[src/rtl/pc_stack_unit.sv]
// Next-PC stage: owns the PC register and a return-address stack for CALL/RET.
// Optional macro PC_FLUSH_EN adds flush/flush_target, which override stall and clear the stack.
module pc_stack_unit #(
  parameter int PC_W     = 32,
  parameter int DEPTH    = 8,
  parameter int RESET_PC = 0
) (
  input  logic                     clk,
  input  logic                     reset,
`ifdef PC_FLUSH_EN
  input  logic                     flush,
  input  logic [PC_W-1:0]          flush_target,
`endif
  input  logic                     stall,
  input  logic [1:0]               pc_src,
  input  logic                     call,
  input  logic                     ret,
  input  logic                     branch_taken,
  input  logic [15:0]              branch_offset,
  input  logic [PC_W-1:0]          jump_target,
  output logic [PC_W-1:0]          pc,
  output logic [$clog2(DEPTH):0]   stack_depth,
  output logic                     stack_empty,
  output logic                     stack_full,
  output logic                     stack_err
);

  localparam int AW = $clog2(DEPTH);
  localparam int DW = AW + 1;

  typedef enum logic [2:0] {
    OP_SEQ,
    OP_BR_T,
    OP_JUMP,
    OP_CALL,
    OP_RET
  } op_t;

  op_t             op;
  logic [PC_W-1:0] ras [DEPTH];
  logic [PC_W-1:0] pc_inc;
  logic [PC_W-1:0] br_target;
  logic [PC_W-1:0] pc_nxt;
  logic [DW-1:0]   depth_nxt;
  logic            err_nxt;
  logic            push_en;
  logic [AW-1:0]   top_idx;
  logic [AW-1:0]   wr_idx;

  assign stack_empty = (stack_depth == '0);
  assign stack_full  = (stack_depth == DW'(DEPTH));

  assign pc_inc    = pc + PC_W'(1);
  assign br_target = pc + PC_W'($signed(branch_offset));
  assign top_idx   = AW'(stack_depth - DW'(1));
  assign wr_idx    = stack_depth[AW-1:0];

  // Instruction class; call/ret only matter for the jump-class select, and ret beats call.
  always_comb begin
    op = OP_SEQ;
    case (pc_src)
      2'b01: begin
        if (ret)       op = OP_RET;
        else if (call) op = OP_CALL;
        else           op = OP_JUMP;
      end
      2'b00:   op = branch_taken ? OP_BR_T : OP_SEQ;
      default: op = OP_SEQ;
    endcase
  end

  always_comb begin
    pc_nxt    = pc_inc;
    depth_nxt = stack_depth;
    err_nxt   = stack_err;
    push_en   = 1'b0;
    case (op)
      OP_RET: begin
        if (!stack_empty) begin
          pc_nxt    = ras[top_idx];
          depth_nxt = stack_depth - DW'(1);
        end else begin
          err_nxt = 1'b1;
        end
      end
      OP_CALL: begin
        pc_nxt = jump_target;
        if (!stack_full) begin
          push_en   = 1'b1;
          depth_nxt = stack_depth + DW'(1);
        end else begin
          err_nxt = 1'b1;
        end
      end
      OP_JUMP: pc_nxt = jump_target;
      OP_BR_T: pc_nxt = br_target;
      default: pc_nxt = pc_inc;
    endcase

    if (stall) begin
      pc_nxt    = pc;
      depth_nxt = stack_depth;
      err_nxt   = stack_err;
      push_en   = 1'b0;
    end

`ifdef PC_FLUSH_EN
    if (flush) begin
      pc_nxt    = flush_target;
      depth_nxt = '0;
      err_nxt   = stack_err;
      push_en   = 1'b0;
    end
`endif
  end

  always_ff @(posedge clk or posedge reset) begin
    if (reset) begin
      pc          <= PC_W'(RESET_PC);
      stack_depth <= '0;
      stack_err   <= 1'b0;
    end else begin
      pc          <= pc_nxt;
      stack_depth <= depth_nxt;
      stack_err   <= err_nxt;
    end
  end

  // Stack storage needs no reset: entries above stack_depth are never read.
  always_ff @(posedge clk) begin
    if (push_en) ras[wr_idx] <= pc_inc;
  end

endmodule
[config.mk]
export PLATFORM = sky130hd
export DESIGN_NAME = pc_stack_unit
export DESIGN_NICKNAME = d
export VERILOG_FILES = /design/src/rtl/pc_stack_unit.sv
export SDC_FILE = /design/constraint.sdc
export NUM_CORES = 1
export LEC_CHECK = 0
export ABC_AREA = 0
export CORE_MARGIN = 2
export CORE_UTILIZATION = 40
export CTS_CLUSTER_DIAMETER = 40
export CTS_CLUSTER_SIZE = 10
export DETAILED_ROUTE_END_ITERATION = 10
export SLEW_MARGIN = 40
export SYNTH_ARGS = -nofsm -noshare
export SYNTH_HDL_FRONTEND = slang
export SYNTH_SLANG_ARGS = --single-unit
[constraint.sdc]
create_clock -name clk -period 6.2 [get_ports clk]
set_input_delay 1.24 -clock clk [delete_from_list [all_inputs] [get_ports clk]]
set_output_delay 1.24 -clock clk [all_outputs]
set_load 0.02 [all_outputs]
==> flow_summary.toml <==
[run_status]
status = "complete, no violations"

[place]
place_area_mm2 = 0.0157
gp_congestion = 0.851
portBuffers = 94
placed_cells = 1512
post-dp-hpwl_um = 26500

[grt]
grt_pass1_vias = 9197
antenna_found_initial = 0
grt_usage = 0.216
grt_pass1_wl_um = 58000
gr-total-overflow = 0
grt_max_degree = 41

[clock_network]
cts_tree = "yes"
cts_sinks = 293
clock_path_buffers = 3
clock-root-buffer = "clkbuf_16"
holdBufCountCts = 0
cts_max_level = 2
postCtsSetupRepairBufs = 0
clk_latency_ns = 0.54
ctsResizeCount = 0
clkSlewWorstSetupHoldPaths_ns = 0.05
cts_buffers = 47

[drt]
first_iter_violations = 756
wl_um = 39000
met1Wirelength_um = 17200
top_layer = "met4"
wl_met3_um = 2530
drt_pre_antenna_iters = 5
wl_met2_um = 18500
routedWlPerCell_um = 24.4
antenna_left = 0
vias_per_cell = 5.77
num_vias = 9226
drc_errors = 0

[critical_path]
r2r_setup_slack_ns = 2.37
critical_path_class = "flop to primary output"
critPathBufInv = 2
worstPathRequired_ns = 4.96
r2r_end = "ras[3][23]$_DFFE_PP_"
end_kind = "primary output"
critical-path-slowest-cell = "dfrtp_4"
critPathTopFamily = "buffers and inverters"
worstSetupEndpoint = "stack_empty"
crit_chain = "inv_1, ha_2, nor2b_1, nor2b_1, clkdlybuf4s50_1"
ff2ff_path_depth = 9
crit_cells = 5
r2r_start = "stack_depth[0]$_DFFE_PP0P_"
crit_top_cell = "nor2b_1"
crit_path_max_incr_delay_ns = 0.72
worstPathMaxFanout = 30
crit_path_start_kind = "flop"
critPathLaunch = "stack_depth[0]$_DFFE_PP0P_"
critPathArrivalTime_ns = 2.86

[cells_and_area]
fin_nets = 1197
drive_gt1_frac = 0.179
final_core_util = 0.502
antenna_cells = 0
area_growth_pct = 23.4
stdcell_area_mm2 = 0.0174
fin_cells = 1598

[sta]
fin_crit_ns = 4.10
finClkSkew_ns = 0.0311
holdWs_ns = 0.485
worst_pin_slew_ns = 0.879
finalSetupViolCount = 0
clock.fmax_ghz = 0.244
hold_viol_final = 0
fin_tns_setup_ns = 0
rsz0062_at_grt = "no"
slew_viol_final = 0
fin_crit_sh = 0.661
slew_headroom = 0.410

[die]
boundaryPins = 95
fp.dieH_um = 192
die_area_mm2 = 0.0367
start_util = 0.407
die_width_um = 192
std_cell_rows = 68
core-area_mm2 = 0.0345

[yosys]
yosys_register_bits = 293
yosysTopAreaCell = "edfxtp_1"
synthTopCellsByCount = "edfxtp_1 (256), a21oi_1 (91), nand2_1 (70)"
synth.distinct_cells = 68
avgSynthCellArea_um2 = 14.2
syn_inst = 988
synth_edf_count = 256
synth_ff_type = "edfxtp_1"
ys_seq_area_frac = 0.612
async_flop_share = 0.126
syn-num-nets = 1079
synth_top_area_share = 0.547
synth.most_common_cell = "edfxtp_1"
syn-cell-area_mm2 = 0.0141
synth_area_leaders = "edfxtp_1 (55%), mux4_2 (10%), dfrtp_1 (6.6%)"
yosys_warnings = 0

[pwr]
cellPowerDensity_mw_per_mm2 = 489
p_leak_nw = 6.02
ir_worst_vdd_uv = 280

[min_path]
hold_class = "flop to flop"
min-delay-start = "stack_err$_DFFE_PP0P_"

[run]
cap_violations = 0
[worst min path at each step]
stage | endpoint | cells past startpoint
2_1_floorplan | stack_err$_DFFE_PP0P_ | 1
3_3_place_gp | stack_err$_DFFE_PP0P_ | 1
6_report | stack_err$_DFFE_PP0P_ | 1
3_5_place_dp | stack_err$_DFFE_PP0P_ | 1
4_1_cts | stack_err$_DFFE_PP0P_ | 1
5_1_grt | stack_err$_DFFE_PP0P_ | 1
[sequential cells by signal, indices dropped and copies added (netlist names)]
register,count
stack_depth,4
ras,256
stack_err,1
pc,32
[cell families (layout without fill, tap and decap cells)]
group | after synthesis | after routing | share of synthesized area
DFF | 293 | 293 | 0.612
AOI/OAI and AO/OA | 233 | 233 | 0.106
and+or+nand+nor | 194 | 194 | 0.0686
muxes | 86 | 86 | 0.118
buffers and inverters | 85 | 240 | 0.0249
xor gates and xnor gates | 62 | 62 | 0.0386
adders and majority gates | 35 | 35 | 0.0317
[through the flow]
step / setup WS [ns] / power [mW]
after floorplan: 1.02 / 4.80
after global placement: 1.76 / 5.79
after detailed placement: 1.75 / 5.81
after CTS: 2.05 / 8.52
after global routing: 1.88 / 8.88
final: 2.10 / 8.48
[power breakdown]
part           leakage, nW  total (mW)  internal [mW]  switching, mW
clock network        0.788        2.71           1.78          0.930
logic                 2.52        3.06           1.32           1.74
registers             2.71        2.72           2.46          0.262
[layout make-up]
cell class,count,area (um2)
fillers,2946,17200
flip-flops and latches,293,8620
multi-input cells,610,5250
clock buffers,58,1250
repair buffers,117,1130
well taps,455,569
clock inverters,28,393
inverters,37,141
[per-layer routing]
metal,track usage,vias to the layer above
met2,0.348,346
met4,0.0544,0
met1,0.305,4714
met5,0,-
met3,0.0345,53
li1,-,4113
[layout by cell type, fill, tap and decap left out, drive strengths merged, types with 5 or more instances in the layout]
master         Yosys  layout
edfxtp           256     256
clkdlybuf4s50      0      93
a21oi             92      92
nand2             71      71
mux4              64      64
clkbuf            28      58
o21ai             48      48
nor2              45      45
xnor2             44      44
inv               37      43
dfrtp             37      37
ha                34      34
buf               20      24
mux2i             21      21
xor2              18      18
nor3              17      17
a221oi            14      14
nand3             14      14
nand4             12      12
a21o              11      11
clkinv             0      10
bufinv             0       8
o211ai             8       8
and3               7       7
o21a               6       6
a211oi             6       6
a31oi              6       6
and2               5       5
o22ai              5       5
o21bai             5       5
nor2b              5       5
nor4               5       5
Power figures use the tool's default switching activity.
